[config.mk]
export PLATFORM = sky130hd
export DESIGN_NAME = prog_loader
export DESIGN_NICKNAME = d
export VERILOG_FILES = /design/src/rtl/prog_loader.sv
export SDC_FILE = /design/constraint.sdc
export NUM_CORES = 1
export LEC_CHECK = 0
export ABC_AREA = 0
export CAP_MARGIN = 20
export CORE_ASPECT_RATIO = 0.6
export CORE_MARGIN = 2
export CORE_UTILIZATION = 35
export DETAILED_ROUTE_END_ITERATION = 16
export PLACE_DENSITY = 0.66
export SLEW_MARGIN = 20
export SYNTH_ARGS = -nofsm -noshare
export SYNTH_HDL_FRONTEND = slang
export SYNTH_SLANG_ARGS = --single-unit
[constraint.sdc]
create_clock -name clk -period 3.2 [get_ports clk]
set_clock_uncertainty 0.2 [all_clocks]
set_input_delay 0.48 -clock clk [delete_from_list [all_inputs] [get_ports clk]]
set_output_delay 0.48 -clock clk [all_outputs]
set_load 0.1 [all_outputs]
[src/rtl/prog_loader.sv]
// prog_loader: boot-time program loader.
// Takes a big-endian byte stream over valid/ready. The stream is a 16-bit word
// count N followed by 4*N data bytes. It packs each group of four bytes into a
// 32-bit word and writes it to the instruction memory at consecutive word
// addresses. It holds the core in reset until a load completes without error.
// Optional feature macro: PROG_LOADER_CHKSUM_EN. When defined, the loader
// accepts one trailing byte and checks it against the XOR of all data bytes.
module prog_loader #(
   parameter int          ADDR_W    = 8,
   parameter logic [31:0] BASE_ADDR = 32'h0
) (
   input  logic        clk,
   input  logic        rst_n,
   input  logic        start,
   input  logic [7:0]  rx_data,
   input  logic        rx_valid,
   output logic        rx_ready,
   output logic        im_we,
   output logic [31:0] im_addr,
   output logic [31:0] im_wdata,
   output logic        core_hold,
   output logic        busy,
   output logic        done,
   output logic        err
);

   // Largest legal word count: the full capacity of the instruction memory.
   localparam logic [31:0] CAPACITY = 32'd1 << ADDR_W;

   // Without the checksum, LAST covers the cycle in which the final write
   // strobe is issued. As a result, done rises one cycle after that strobe.
   typedef enum logic [2:0] {
      S_IDLE,
      S_LEN_HI,
      S_LEN_LO,
      S_DATA,
`ifdef PROG_LOADER_CHKSUM_EN
      S_CHK,
`else
      S_LAST,
`endif
      S_DONE
   } state_t;

   state_t       state_reg;
   state_t       state_next;

   logic [15:0]  len_reg;
   logic [15:0]  word_cnt_reg;
   logic [1:0]   byte_cnt_reg;
   logic [23:0]  shift_reg;
   logic [31:0]  wdata_reg;
   logic [31:0]  addr_reg;
   logic         we_reg;
   logic         err_reg;
`ifdef PROG_LOADER_CHKSUM_EN
   logic [7:0]   chk_reg;
`endif

   logic         rx_ready_next;
   logic         busy_next;
   logic         set_err;
   logic         accept;
   logic         start_ok;
   logic         word_done;
   logic         last_word;
   logic         oversize;
   logic [15:0]  len_full;

   assign accept    = rx_valid && rx_ready_next;
   assign start_ok  = start && ((state_reg == S_IDLE) || (state_reg == S_DONE));
   assign word_done = accept && (state_reg == S_DATA) && (byte_cnt_reg == 2'd3);
   assign len_full  = {len_reg[15:8], rx_data};
   assign oversize  = {16'd0, len_full} > CAPACITY;
   assign last_word = ({1'b0, word_cnt_reg} + 17'd1) == {1'b0, len_reg};

   // State register; reset aborts any load in progress.
   always_ff @(posedge clk) begin
      if (!rst_n) begin
         state_reg <= S_IDLE;
      end else begin
         state_reg <= state_next;
      end
   end

   // Next-state logic, handshake/busy decode, and error detection.
   always_comb begin
      state_next    = state_reg;
      rx_ready_next = 1'b0;
      busy_next     = 1'b0;
      set_err       = 1'b0;
      case (state_reg)
         S_IDLE: begin
            if (start) state_next = S_LEN_HI;
         end
         S_LEN_HI: begin
            rx_ready_next = 1'b1;
            busy_next     = 1'b1;
            if (rx_valid) state_next = S_LEN_LO;
         end
         S_LEN_LO: begin
            rx_ready_next = 1'b1;
            busy_next     = 1'b1;
            if (rx_valid) begin
               if (len_full == 16'd0) begin
`ifdef PROG_LOADER_CHKSUM_EN
                  state_next = S_CHK;
`else
                  state_next = S_DONE;
`endif
               end else if (oversize) begin
                  state_next = S_DONE;
                  set_err    = 1'b1;
               end else begin
                  state_next = S_DATA;
               end
            end
         end
         S_DATA: begin
            rx_ready_next = 1'b1;
            busy_next     = 1'b1;
            if (rx_valid && (byte_cnt_reg == 2'd3) && last_word) begin
`ifdef PROG_LOADER_CHKSUM_EN
               state_next = S_CHK;
`else
               state_next = S_LAST;
`endif
            end
         end
`ifdef PROG_LOADER_CHKSUM_EN
         S_CHK: begin
            rx_ready_next = 1'b1;
            busy_next     = 1'b1;
            if (rx_valid) begin
               state_next = S_DONE;
               if (rx_data != chk_reg) set_err = 1'b1;
            end
         end
`else
         S_LAST: begin
            busy_next  = 1'b1;
            state_next = S_DONE;
         end
`endif
         S_DONE: begin
            if (start) state_next = S_LEN_HI;
         end
         default: begin
            state_next = S_IDLE;
         end
      endcase
   end

   // Datapath: length capture, word assembly, write strobe and sticky error.
   always_ff @(posedge clk) begin
      if (!rst_n) begin
         len_reg      <= 16'd0;
         word_cnt_reg <= 16'd0;
         byte_cnt_reg <= 2'd0;
         shift_reg    <= 24'd0;
         wdata_reg    <= 32'd0;
         addr_reg     <= BASE_ADDR;
         we_reg       <= 1'b0;
         err_reg      <= 1'b0;
`ifdef PROG_LOADER_CHKSUM_EN
         chk_reg      <= 8'd0;
`endif
      end else begin
         we_reg <= word_done;
         if (start_ok) begin
            err_reg      <= 1'b0;
            word_cnt_reg <= 16'd0;
            byte_cnt_reg <= 2'd0;
`ifdef PROG_LOADER_CHKSUM_EN
            chk_reg      <= 8'd0;
`endif
         end else if (set_err) begin
            err_reg <= 1'b1;
         end
         if (accept && (state_reg == S_LEN_HI)) len_reg[15:8] <= rx_data;
         if (accept && (state_reg == S_LEN_LO)) len_reg[7:0]  <= rx_data;
         if (accept && (state_reg == S_DATA)) begin
            byte_cnt_reg <= byte_cnt_reg + 2'd1;
`ifdef PROG_LOADER_CHKSUM_EN
            chk_reg      <= chk_reg ^ rx_data;
`endif
            if (byte_cnt_reg == 2'd3) begin
               wdata_reg    <= {shift_reg, rx_data};
               addr_reg     <= BASE_ADDR + 32'({word_cnt_reg, 2'b00});
               word_cnt_reg <= word_cnt_reg + 16'd1;
            end else begin
               shift_reg <= {shift_reg[15:0], rx_data};
            end
         end
      end
   end

   assign rx_ready  = rx_ready_next;
   assign busy      = busy_next;
   assign done      = (state_reg == S_DONE);
   assign err       = err_reg;
   assign core_hold = !((state_reg == S_DONE) && !err_reg);
   assign im_we     = we_reg;
   assign im_addr   = addr_reg;
   assign im_wdata  = wdata_reg;

endmodule
==> results of run 1 <==
==> worst min path at each step <==
stage	endpoint	slack, ns	depth (start not counted)
2_1_floorplan	im_wdata[24]	0.23	2
3_3_place_gp	im_addr[15]	0.25	2
3_5_place_dp	shift_reg[20]	0.25	2
4_1_cts	shift_reg[20]	0.26	2
5_1_grt	im_wdata[27]	0.28	2
6_report	im_wdata[31]	0.26	2
==> layer usage <==
metal	GRT usage	vias up	wire (um)
met1	0.2898	2123	7144
met4	0.02500	0	48
met2	0.2485	177	5296
met3	0.04367	7	1231
li1	-	2244	-
met5	0	-	0
==> final cells by class <==
type,count,area [sq um],share of cell area
multi-input cells,487,2444,0.4147
flip-flops and latches,111,2222,0.3771
repair buffers,79,658.1,0.1117
clock buffers,11,252.7,0.04290
well taps,192,240.2,0.04077
clock inverters,4,37.54,0.006371
inverters,10,37.54,0.006371
==> layout by cell type, fill, tap and decap left out, types with 6 or more instances in the layout <==
| cell | count |
|---|---|
| clkdlybuf4s50_1 | 11 |
| and3_1 | 6 |
| nor3_1 | 8 |
| xnor2_1 | 16 |
| o21ai_0 | 22 |
| a21oi_1 | 104 |
| inv_1 | 9 |
| nor4_1 | 7 |
| nor2_1 | 20 |
| nand3_1 | 12 |
| dfxtp_1 | 111 |
| clkbuf_16 | 9 |
| buf_4 | 65 |
| conb_1 | 16 |
| nand2_1 | 209 |
| xor2_1 | 8 |
==> critical path: cells and delay by family, from the launching register on <==
family / cells / cell delay (ns)
compound gates: 2 / 0.46
fa+ha+maj: 1 / 0.32
flops: 1 / 0.44
simple gates: 4 / 1.20
==> report_power, final <==
group / total (mW) / internal (mW) / leakage [nW] / switching, mW
Sequential: 1.42 / 1.39 / 0.895 / 0.0234
Combinational: 0.337 / 0.0847 / 1.10 / 0.252
Clock: 1.09 / 0.579 / 0.144 / 0.515
Total: 2.85 / 2.06 / 2.14 / 0.790
==> kinds of logic after synthesis <==
logic type / count (synthesis) / share of synthesized area
mux: 3 / 0.006106
compound gates: 148 / 0.1631
simple gates: 294 / 0.2656
xor+xnor: 24 / 0.04274
fa+ha+maj: 2 / 0.005087
flops: 111 / 0.4518
other cells: 1 / 0.0007624
buf+inv: 67 / 0.06487
==> metrics by stage <==
step | instances | utilization | hold slack (ns) | setup WS (ns)
2_1_floorplan | 665 | - | 0.2322 | 0.1799
3_3_place_gp | 879 | 0.4086 | 0.2454 | 0.3564
3_5_place_dp | 879 | 0.4086 | 0.2475 | 0.2344
4_1_cts | 894 | 0.4298 | 0.2586 | 0.4693
5_1_grt | 894 | 0.4298 | 0.2786 | 0.3110
6_report | 894 | 0.4298 | 0.2561 | 0.4506
==> out/metrics.cfg, run 1 <==
[outcome]
status=finished, final reports clean

[timing]
fmax_mhz=363.7
setup_viol=0
rsz0062_at_grt=no
worst-slew-pin-transition_ns=0.6516
hold_viol_final=0
finalSetupTns_ns=0
slew_violations=0
final.min_clock_period_ns=2.749
fin_crit_sh=0.8592
relSlewSlack=0.5649

[floorplanning]
coreArea_sq_um=13710
dieArea_sq_um=15050
die_y_um=95.83
start_util=0.3588
num_rows=33
die_w_um=157.0
io_pins=82

[worst_setup_path]
cp_slowest_cell=dfxtp_1
rr_worst_depth=7
critPathLaunch=word_cnt_reg[1]
max_stage_delay_ns=0.44
critPathMaxFanout=7
crit_end=state_reg[1]
worstSetupEndpointType=flop
worst_r2r_startpoint=word_cnt_reg[1]
crit_type=flop to flop
r2r_slack_ns=0.45
regToRegEndpoint=state_reg[1]
crit_path_start_kind=flop
required_ns=3.21
crit_chain=ha_1 > nand3_1 > o21ai_0 > nand3b_1 > or4_4 > nor4_2 > a21oi_1
arrival_ns=2.76

[layout]
nNetsFinal=712
drive_above_1_share=0.1311
area_growth_pct=19.79
finalInstanceArea_sq_um=5892
largest_register_ffs=32
diodes=0
nFillCells=1395

[power]
p_total_mw=2.846
power.density_nw_per_um2=483.1
p_leak_nw=2.139
ir_drop_mv=0.2839

[logic_synthesis]
synth.distinct_cells=52
synthArstFlopShare=0
synth.cells.most_frequent=nand2_1 (210), dfxtp_1 (111), a21oi_1 (104)
synth_area_per_cell_sq_um=7.567
yosysWarnings=0
seq_area_frac_synth=0.4518
synth-seq-cells=111
yosys.area.top_type=dfxtp_1
synth_edf_count=0
synthFlopType=dfxtp_1
syn_area_sq_um=4918
yosysMostFrequentCell=nand2_1
yosys-top-cells-area=dfxtp_1 (45%), nand2_1 (16%), a21oi_1 (11%)
netlist_instances=650
synth_top_area_share=0.4518

[grt]
grt_pass1_vias=4006
grt_overflow=0
grt_max_degree=47
antenna_found_initial=0
grt.total_usage=0.1825
grt_first_pass_wirelength_mm=21.45

[cts]
clk_latency_ns=0.34
cts-root-buf=clkbuf_16
clk_path_buf_depth=2
htree_levels=3
cts_setup_buffers=0
cts_buffers=9
clkSinkCount=111
cts_resized=0
cts_tree=yes
path_clk_slew_ns=0.07
ctsHoldBuffers=0

[placement]
gp_congestion=0.9052
postPlaceCellArea_sq_um=5602
dp_hpwl_mm=9.955
io_buffers=65

[detailed_routing]
dr.first_iter.drc_count=382
drt-vias-per-instance=5.091
postRouteWirelength_mm=13.72
via_count=4551
first_pass_iters=6
wl_per_cell_um=15.35
final_antenna_net_count=0
route.detailed.drc=0

[min_path]
hp-start=shift_reg[23]
hp-class=flop to flop

[run]
cap_violations=0

(Power assumes the default switching activity.)
==> run 2, diff against run 1 <==
Settings changed: MAX_ROUTING_LAYER from default to met4.
==> run 2 against run 1 <==
Against the previous run:
- wire length shrank 1.6%
- non-clock buffer count increased by 1
- combinational power about the same
- maximum frequency grew 0.28%
==> out/metrics.cfg, run 2 (synthesized netlist as in run 1, its figures left out) <==
[grt]
grt_pass1_vias=3950  ; -1.4%
busiest_layer=met1
met3_usage=0.03782  ; -0.005853
use_met2=0.2427  ; -0.005848
use_met1=0.2931  ; +0.003312
grt_overflow=0  ; unchanged
grt.total_usage=0.1866  ; +0.004105
grt_first_pass_wirelength_mm=21.20  ; -1.1%
antenna_found_initial=0  ; unchanged
grt_max_degree=47  ; unchanged

[timing]
relSlewSlack=0.4762  ; -0.08877
fmax_mhz=364.7  ; +0.28%
slew_violations=0  ; unchanged
setup_viol=0  ; unchanged
rsz0062_at_grt=no
hold_viol_final=0  ; unchanged
finalSetupTns_ns=0  ; unchanged
fin_crit_sh=0.8568  ; -0.002375
worst-slew-pin-transition_ns=0.7846  ; +0.1330 ns
final.min_clock_period_ns=2.742  ; -0.007600 ns

[worst_setup_path]
worst_r2r_startpoint=word_cnt_reg[1]
worstSetupEndpointType=flop
arrival_ns=2.76  ; about the same
crit_type=flop to flop
crit_path_start_kind=flop
required_ns=3.22  ; about the same
critPathLaunch=word_cnt_reg[1]
critPathMaxFanout=7  ; unchanged
rr_worst_depth=6  ; -1
regToRegEndpoint=state_reg[2]
r2r_slack_ns=0.46  ; about the same

[detailed_routing]
postRouteWirelength_mm=13.51  ; -1.6%
via_count=4488  ; -1.4%
wl_per_cell_um=15.08  ; -1.8%
final_antenna_net_count=0  ; unchanged
first_pass_iters=5  ; -1
route.detailed.drc=0  ; unchanged
dr.first_iter.drc_count=430  ; +13%
drt-vias-per-instance=5.009  ; -1.6%

[power]
seqPwrFrac=0.506  ; +0.008
p_int_mw=2.011  ; -2.2%
power.density_nw_per_um2=476.0  ; -1.5%
p_comb_frac=0.119  ; about the same
p_total_mw=2.801  ; -1.6%
p_sw_frac=0.2819  ; +0.004348
ir_drop_mv=0.2612  ; -8.0%
p_leak_nw=2.130  ; -0.45%
netSwitchingPower_mw=0.7895  ; about the same
clock_power_share=0.375  ; -0.009

[cts]
clkSinkCount=111  ; unchanged
cts_buffers=9  ; unchanged
cts_setup_buffers=0  ; unchanged
clk_latency_ns=0.34  ; about the same
path_clk_slew_ns=0.07  ; about the same
cts_resized=0  ; unchanged
clk_path_buf_depth=2  ; unchanged
cts-root-buf=clkbuf_16
ctsHoldBuffers=0  ; unchanged
htree_levels=3  ; unchanged
cts_tree=yes

[floorplanning]
dieArea_sq_um=15050  ; unchanged
coreArea_sq_um=13710  ; unchanged
start_util=0.3588  ; unchanged
num_rows=33  ; unchanged
die_w_um=157.0  ; unchanged
die_y_um=95.83  ; unchanged
io_pins=82  ; unchanged

[layout]
drive_above_1_share=0.1321  ; +0.001048
post-route-util=0.4292  ; -0.0006390
nNetsFinal=713  ; +0.14%
area_growth_pct=19.61
stdcell_count=896  ; +0.22%
final_cell_mix=nand2_1 (209), dfxtp_1 (111), a21oi_1 (104), buf_4 (66), o21ai_0 (22)
seqCellArea_sq_um=2222  ; unchanged
diodes=0  ; unchanged
nFillCells=1395  ; unchanged
final_common_cell=nand2_1
multiInputGateArea_sq_um=2444  ; unchanged
largest_register_ffs=32  ; unchanged

[placement]
dp_hpwl_mm=9.811  ; -1.5%
dp.cells=880  ; +0.11%
gp_congestion=0.9302  ; +2.8%
io_buffers=65  ; unchanged

[min_path]
hp-start=im_addr[6]
hp-class=flop to flop
whs_endpoint=im_addr[6]
min_path_cells=2  ; unchanged

[outcome]
status=finished, final reports clean

[run]
cap_violations=0  ; unchanged

run 2: changes by cell type in the layout (fill, tap and decap cells not counted):
cell,change
clkinv_2,+2
inv_6,-1
clkinv_4,-1
clkinvlp_4,+2
clkbuf_8,-2
buf_4,+1
clkbuf_1,+1
run 2: cell type report:
type | instances | area share
Tap cell | 192 | 0.04083
Timing Repair Buffer | 80 | 0.1131
Sequential cell | 111 | 0.3777
Clock inverter | 6 | 0.007656
Multi-Input combinational cell | 487 | 0.4154
Inverter | 10 | 0.006380
Clock buffer | 10 | 0.03892
run 2: worst max-delay path by stage:
stage,end,depth (start not counted),slack [ns]
final,state_reg[2],6,0.46
after global routing,state_reg[0],7,0.27
after CTS,state_reg[0],7,0.52
after detailed placement,state_reg[1],7,0.33
after global placement,state_reg[1],7,0.36
after floorplan,core_hold,5,0.18
run 2: critical path: stages (launching register included):
cell      delay, ns
dfxtp_1        0.45
ha_1           0.33
nand3_1        0.27
nor3_1         0.49
a21oi_1        0.26
nand4b_1       0.24
o41ai_1        0.38
run 2: metal layers:
metal,up-vias,part of all wire
met5,-,0
met4,0,0.0048
met3,8,0.083
met2,174,0.39
met1,2061,0.53
li1,2245,-
run 2: per-stage QoR:
step	setup WS, ns	cell area (sq um)	hold WS [ns]
final	0.4582	5883	0.2576
after global routing	0.2687	5883	0.2767
after CTS	0.5229	5883	0.2591
after detailed placement	0.3256	5609	0.2480
after global placement	0.3646	5609	0.2454
after floorplan	0.1799	4975	0.2322
run 2: power by group through the flow:
stage / Combinational [mW] / Sequential, mW / Clock (mW)
final: 0.334 / 1.42 / 1.05
after global routing: 0.354 / 1.42 / 1.14
after CTS: 0.330 / 1.41 / 1.08
after detailed placement: 0.329 / 1.45 / 0
after global placement: 0.328 / 1.45 / 0
after floorplan: 0.272 / 1.44 / 0
==> run 3, diff against run 2 <==
--- a/config.mk
+++ b/config.mk
@@ -15,3 +15,3 @@
 export PLACE_DENSITY = 0.66
-export SLEW_MARGIN = 20
+export SLEW_MARGIN = 10
 export SYNTH_ARGS = -nofsm -noshare
--- a/constraint.sdc
+++ b/constraint.sdc
@@ -4,2 +4,2 @@
 set_output_delay 0.48 -clock clk [all_outputs]
-set_load 0.1 [all_outputs]
+set_load 0.01 [all_outputs]
==> run 3 against run 2 <==
Against the previous run:
- cell area up 2.1%
- largest cell class unchanged
- die area unchanged
- worst hold slack worse by 0.0027 ns
- worst setup slack worse by 0.11 ns
- combinational power down 34%
- total power down 3.2%
- flip-flop and latch count unchanged
- highest routed layer unchanged
- critical endpoint is now core_hold
- sequential share of layout area down 0.77 points
- clock power about the same
- register-to-register slack worse by 0.05 ns
==> out/metrics.cfg, run 3 (synthesized netlist as in run 1, its figures left out) <==
[timing]
worst-slew-pin-transition_ns=0.7864  ; +0.001792 ns
hold_viol_final=0  ; unchanged
setup_ws_ns=0.3496  ; -0.1086 ns
final.min_clock_period_ns=2.850  ; +0.1086 ns
rsz0062_at_grt=no
setup_viol=0  ; unchanged
whs_ns=0.2549  ; -0.002668 ns
relSlewSlack=0.4745  ; -0.001702
fin_crit_sh=0.8907  ; +0.03393
fmax_mhz=350.8  ; -3.8%
slew_violations=0  ; unchanged
finalSetupTns_ns=0  ; unchanged

[power]
clock_power_share=0.397  ; +0.022
p_leak_nw=2.022  ; -5.1%
p_comb_frac=0.081  ; -0.038
netSwitchingPower_mw=0.6912  ; -12%
seqPwrFrac=0.522  ; +0.016
p_sw_frac=0.2549  ; -0.02699
power.density_nw_per_um2=451.4  ; -5.2%
ir_drop_mv=0.2781  ; +6.4%
p_total_mw=2.711  ; -3.2%
p_int_mw=2.020  ; +0.45%

[placement]
dp_hpwl_mm=9.757  ; -0.55%
pre_cts_ws_ns=0.2734  ; -0.05222 ns
postPlaceCellArea_sq_um=5724  ; +2.1%
gp_congestion=0.9543  ; +2.6%
io_buffers=65  ; unchanged

[layout]
nNetsFinal=712  ; -0.14%
multiInputGateArea_sq_um=2444  ; unchanged
area_growth_pct=22.11
drive_above_1_share=0.05405  ; -0.07805
final_common_cell=nand2_1
diodes=0  ; unchanged
final_cell_mix=nand2_1 (209), dfxtp_1 (111), a21oi_1 (104), clkdlybuf4s50_1 (65), o21ai_0 (22)
finalInstanceArea_sq_um=6006  ; +2.1%
seqCellArea_sq_um=2222  ; unchanged
nFillCells=1381  ; -1.0%
largest_register_ffs=32  ; unchanged

[detailed_routing]
dr.first_iter.drc_count=433  ; +0.70%
first_pass_iters=5  ; unchanged
wl_per_cell_um=15.03  ; -0.33%
final_antenna_net_count=0  ; unchanged
route.detailed.drc=0  ; unchanged
via_count=4475  ; -0.29%
postRouteWirelength_mm=13.45  ; -0.44%
drt-vias-per-instance=5.000  ; -0.18%

[worst_setup_path]
crit_type=flop to output port
worst_r2r_startpoint=word_cnt_reg[1]
rr_worst_depth=7  ; +1
required_ns=2.52  ; -0.70 ns
worstSetupEndpointType=output port
arrival_ns=2.17  ; -0.59 ns
critPathLaunch=state_reg[0]
regToRegEndpoint=state_reg[0]
crit_path_start_kind=flop
critPathMaxFanout=11  ; +4
r2r_slack_ns=0.41  ; -0.05 ns
crit_end=core_hold

[cts]
cts_setup_buffers=0  ; unchanged
clk_path_buf_depth=2  ; unchanged
cts_buffers=9  ; unchanged
ctsHoldBuffers=0  ; unchanged
cts_tree=yes
cts_resized=0  ; unchanged
path_clk_slew_ns=0.07  ; about the same
clkSinkCount=111  ; unchanged
cts-root-buf=clkbuf_16
htree_levels=3  ; unchanged
clk_latency_ns=0.35  ; about the same

[grt]
grt_overflow=0  ; unchanged
grt_first_pass_wirelength_mm=21.57  ; +1.7%
grt_max_degree=47  ; unchanged
antenna_found_initial=0  ; unchanged
grt_pass1_vias=4052  ; +2.6%
grt.total_usage=0.1896  ; +0.003025

[floorplanning]
dieArea_sq_um=15050  ; unchanged
num_rows=33  ; unchanged
coreArea_sq_um=13710  ; unchanged
die_w_um=157.0  ; unchanged
start_util=0.3588  ; unchanged
io_pins=82  ; unchanged
die_y_um=95.83  ; unchanged

[outcome]
status=finished, final reports clean

[run]
cap_violations=0  ; unchanged

[min_path]
hp-class=flop to flop

## run 3: cell count changes in the layout (fill, tap and decap cells not counted), sizes merged
cell           change
buf               -55
clkdlybuf4s50     +54
inv                +2
clkinv             -1
clkinvlp           -1
## run 3: how the worst min path moves through the flow
stage / startpoint / endpoint / cells past startpoint
3_5_place_dp: shift_reg[16] / shift_reg[16] / 2
2_1_floorplan: shift_reg[16] / im_wdata[24] / 2
4_1_cts: im_wdata[15] / im_wdata[15] / 2
3_3_place_gp: im_addr[15] / im_addr[15] / 2
6_report: im_wdata[26] / im_wdata[26] / 2
5_1_grt: im_wdata[23] / im_wdata[23] / 2
## run 3: area by class of cell
class,count,share of cell area
sequential,111,0.3700
tap,192,0.04000
multi-input combinational,487,0.4069
clock buffer,10,0.03813
timing repair buffer,79,0.1300
inverter,10,0.006250
clock inverter,6,0.008750
## run 3: power by group through the flow
stage | logic [mW] | clock network (mW) | registers, mW
after floorplan | 0.159 | 0 | 1.43
after global placement | 0.214 | 0 | 1.45
after detailed placement | 0.215 | 0 | 1.45
after CTS | 0.217 | 1.10 | 1.41
after global routing | 0.242 | 1.15 | 1.42
final | 0.221 | 1.08 | 1.42
## run 3: routing by layer
layer | share of wire | track usage
met1 | 0.53 | 0.2905
met2 | 0.39 | 0.2482
met3 | 0.071 | 0.04322
met4 | 0.0063 | 0.03788
met5 | 0 | -
## run 3: stage by stage
step / util / cells
2_1_floorplan: - / 665
3_3_place_gp: 0.4176 / 879
3_5_place_dp: 0.4176 / 879
4_1_cts: 0.4381 / 895
5_1_grt: 0.4381 / 895
6_report: 0.4381 / 895
## run 3: critical path, stage by stage, from the launching register on
cell             delay [ns]
dfxtp_1                0.56
inv_1                  0.17
nor2_1                 0.32
and2_1                 0.22
nand2_1                0.07
clkdlybuf4s50_1        0.48
==> variant 1: new RTL, settings of run 1 <==
Re-encode `state_t` (6 states) as Gray code, 3 bits wide.
--- a/src/rtl/prog_loader.sv
+++ b/src/rtl/prog_loader.sv
@@ -32,6 +32,6 @@
    typedef enum logic [2:0] {
-      S_IDLE,
-      S_LEN_HI,
-      S_LEN_LO,
-      S_DATA,
+      S_IDLE   = 3'b000,
+      S_LEN_HI = 3'b001,
+      S_LEN_LO = 3'b011,
+      S_DATA   = 3'b010,
 `ifdef PROG_LOADER_CHKSUM_EN
@@ -39,5 +39,5 @@
 `else
-      S_LAST,
-`endif
-      S_DONE
+      S_LAST   = 3'b110,
+`endif
+      S_DONE   = 3'b111
    } state_t;
Check against the original RTL: same outputs for any inputs over 4 cycles, from zero or initial values and one cycle with rst_n low; so few cycles prove little.
==> variant 1 against run 1 <==
Fmax is 0.55% higher. Non-clock buffer count is 3 higher. Cell count is 2.5% lower. Power is 1.4% lower. Worst setup slack better by 0.015 ns. Wire length is 6.1% lower. Sequential cell count stayed put. Synthesized area is 3.7% higher. Final area is 1.7% higher. Sequential share of layout area is 0.65 points lower. Die area is 3.6% higher. Largest power group unchanged.
==> variant 1: results (changes against run 1) <==
- DP Area: 5720 um2 (+2.1%)
- TritonRoute pass-1 iters: 5 (-1)
- Ranking of synthesized cells by area: dfxtp_1 (44%), nand2_1 (13%), a21boi_0 (13%), xnor2_1 (3.1%), buf_4 (2.9%)
- Outcome: finished clean
- HPWL after DPL: 9.48 mm (-4.8%)
- Synth cell count leaders: nand2_1 (183), dfxtp_1 (111), a21boi_0 (85), clkbuf_1 (23), buf_4 (20)
- Met1 WL: 6.72 mm (-5.9%)
- Worst VDD drop: 248 uV (-13%)
- Top_reg_cell synth: dfxtp_1
- Routed length on met3: 815 um (-34%)
- Worst-margin pin slew: 0.879 ns (+0.227 ns)
- Starting DRC count in detailed routing: 338 (-12%)
- DR WL met2: 5.26 mm (-0.76%)
- Synth unique cells: 54 (+3.8%)
- Switching pwr: 787 uW (-0.44%)
- Final Non-Filler Cells: 872 (-2.5%)
- Min cycle time layout: 2.73 ns (-0.0149 ns)
- Clock power share: 0.383 (about the same)
- Antenna diode count: 0 (unchanged)
- First-pass GRT wire length: 20.9 mm (-2.8%)
- Crit path to: state_reg[2]$_SDFFE_PN0P_
- Number of global-route vias before repair: 3922 (-2.1%)
- Sequential share of the synthesized area: 0.436 (-0.0161)
- Crit path DAT: 2.83 ns (+0.07 ns)
- Share of cells above drive strength 1: 0.150 (+0.0188)
- HP Start: im_addr[11]$_SDFFE_PN0P_
- Filler cells: 1499 (+7.5%)
- Sw frac: 0.280 (+0.00270)
- Max FO, Critical Path: 8 (+1)
- Gr usage total: 0.167 (-0.0153)
- Worst hold endpoint: im_addr[11]$_SDFFE_PN0P_
- Leakage: 2.12 nW (-1.1%)
- Pre-CTS WS: 0.306 ns (+0.0718 ns)
- Placed cells: 856 (-2.6%)
- PD cells: 468 nW/um2 (-3.1%)
- Wire per inst: 14.8 um (-3.7%)
- Comb pwr share: 0.112 (-0.006)
- Pin count of the biggest net entering global routing: 112 (+140%)
- Type of the most critical hold path: reg2reg
==> variant 1: metal layers <==
metal / GRT usage / vias to the layer above
met4: 0.0353 / 0
met1: 0.253 / 1996
met2: 0.236 / 133
li1: - / 2140
met5: 0 / -
met3: 0.0427 / 11
==> variant 1: logic make-up after synthesis <==
group                    share of synthesized area
AO/OA/AOI/OAI                                0.192
adder cells (fa/ha/maj)                    0.00491
other                                     0.000735
AND/OR/NAND/NOR                              0.243
buffers and inverters                       0.0687
flip-flops                                   0.436
XOR/XNOR                                    0.0378
multiplexers                                0.0177
==> variant 1: cell type report <==
cell class	count	area share
sequential	111	0.371
tap	198	0.0413
inverter	4	0.00250
timing repair buffer	82	0.106
clock buffer	9	0.0376
multi-input combinational	461	0.433
clock inverter	7	0.00877
==> variant 1: critical path: stages (launching register included) <==
cell,delay [ns]
dfxtp_1,0.54
ha_1,0.38
nand3_1,0.18
xnor2_1,0.19
a2111oi_0,0.46
o311ai_0,0.26
nor4_2,0.31
a31o_1,0.16
==> variant 2: new RTL, config.mk and constraints of run 1 <==
Without the edit above. The option `PROG_LOADER_CHKSUM_EN` is turned on by a define.
--- a/src/rtl/prog_loader.sv
+++ b/src/rtl/prog_loader.sv
@@ -7,2 +7,4 @@
 // accepts one trailing byte and checks it against the XOR of all data bytes.
+`define PROG_LOADER_CHKSUM_EN
+
 module prog_loader #(
Formal check against the unedited RTL: not equivalent (Yosys sat finds a counterexample within 4 cycles, from zero or initial values and one cycle with rst_n low).
==> variant 2 against run 1 <==
Wire length grew 12%. Sequential cell count rose by 8. Worst setup slack got worse by 0.052 ns. Synthesized area rose by 15%. Global-route usage increased by 0.41 points. Final area grew 17%. Count of clock-buffer cells in the layout increased by 6.
Power is not compared: it rests on default switching activity, and its combinational part moved more than twofold at a synthesized area within 25%.
==> variant 2: results (changes against run 1) <==
- Initial antenna violation count: 0 (unchanged)
- Global placer's final weighted congestion: 0.893 (-1.3%)
- Inverter count: 7 (-3)
- Sequential share of the synthesized area: 0.422 (-0.0299)
- TritonRoute pass-1 iters: 5 (-1)
- Max FO, Critical Path: 9 (+2)
- ClkCell Share: 0.0809 (+0.0316)
- Non-clock buffers: 94 (+19%)
- First-pass GRT wire length: 24.9 mm (+16%)
- Starting DRC count in detailed routing: 525 (+37%)
- Die ar.: 17200 um2 (+14%)
- Cell count after synthesis: 715 (+10%)
- R2r setup slk: 0.40 ns (-0.05 ns)
- Pre-CTS WS: 0.380 ns (+0.146 ns)
- Slowest cell delay on critical path: 0.70 ns (+0.26 ns)
- HP Start: im_addr[3]$_SDFFE_PN0P_
- Crit path DAT: 2.89 ns (+0.13 ns)
- HPWL after DPL: 11.0 mm (+10%)
- Pin count of the biggest net entering global routing: 56 (+19%)
- CP max stage cell: nor4_1
- Type of the most critical hold path: reg2reg
- Clock power share: 0.417
- Critical path origin: word_cnt_reg[6]$_SDFF_PN0_
- Worst hold endpoint: im_addr[3]$_SDFFE_PN0P_
- Multi-input gate share of total cell area: 0.427 (+0.0118)
- Multi-input gate count: 531 (+9.0%)
- R2r worst-path depth: 6 (-1)
- Clock slew seen by the registers of the worst setup and hold paths: 0.05 ns (-0.02 ns)
- Gr usage total: 0.187 (+0.00409)
- Ranking of synthesized cells by area: dfxtp_1 (42%), nand2_1 (14%), a21boi_0 (8.1%), xnor2_1 (4.3%), buf_4 (2.9%)
- Nets@finish: 784 (+10%)
- Worst-skew pair later-pin latency: 0.41 ns (+0.07 ns)
- Met2 Track Usage GR: 0.241 (-0.00728)
- WHS: 0.255 ns (-0.00113 ns)
- Share of cells above drive strength 1: 0.160 (+0.0286)
- H-tree depth: 4 (+1)
- Placed cells: 954 (+8.5%)
- Signal buf overhead: 0.106 (-0.00592)
- Final worst-path cycle share: 0.875 (+0.0162)
- CTS Buf Count: 17 (+8)
- Met1 usage: 0.291 (+0.000952)
- Crit path to: state_reg[0]$_SDFFE_PN0P_
- Number of global-route vias before repair: 4588 (+15%)
- Synth cell count leaders: nand2_1 (208), dfxtp_1 (119), a21boi_0 (61), clkbuf_1 (40), o21ai_0 (31)
- Met3 Use GR: 0.0651 (+0.0214)
- Synth unique cells: 56 (+7.7%)
- Final wirelength: 15.3 mm (+12%)
- Vias: 4993 (+9.7%)
- Filler cells: 1530 (+9.7%)
- Sequential cell area share: 0.346 (-0.0311)
- Footprint of the multi-input gates: 2940 um2 (+20%)
- Outcome: finished clean
- Vias per Instance: 5.06 (-0.52%)
==> variant 2: cell types whose count changed after synthesis, sizes merged, moves of 8 or more <==
cell,before,now
dfxtp,111,119
o21ai,22,31
a21oi,104,27
buf,24,33
xnor2,16,28
a21boi,0,79
==> variant 2: metal layers <==
layer / up-vias / wire length (um)
met4: 0 / 55
met5: - / 0
met3: 7 / 1530
met1: 2326 / 8100
li1: 2482 / -
met2: 178 / 5610
==> variant 2: kinds of logic after synthesis <==
group / synth area share
adder cells (fa/ha/maj): 0.00443
multiplexers: 0.00177
XOR/XNOR: 0.0496
flip-flops: 0.422
buffers and inverters: 0.0696
other: 0.000664
AND/OR/NAND/NOR: 0.252
AO/OA/AOI/OAI: 0.200
==> variant 2: worst reg2reg max path: stages (launching register included) <==
cell	delay [ns]
dfxtp_1	0.49
nand3_1	0.30
nor4_1	0.70
xnor2_1	0.19
nor4_2	0.40
nor4b_1	0.29
a21oi_1	0.10
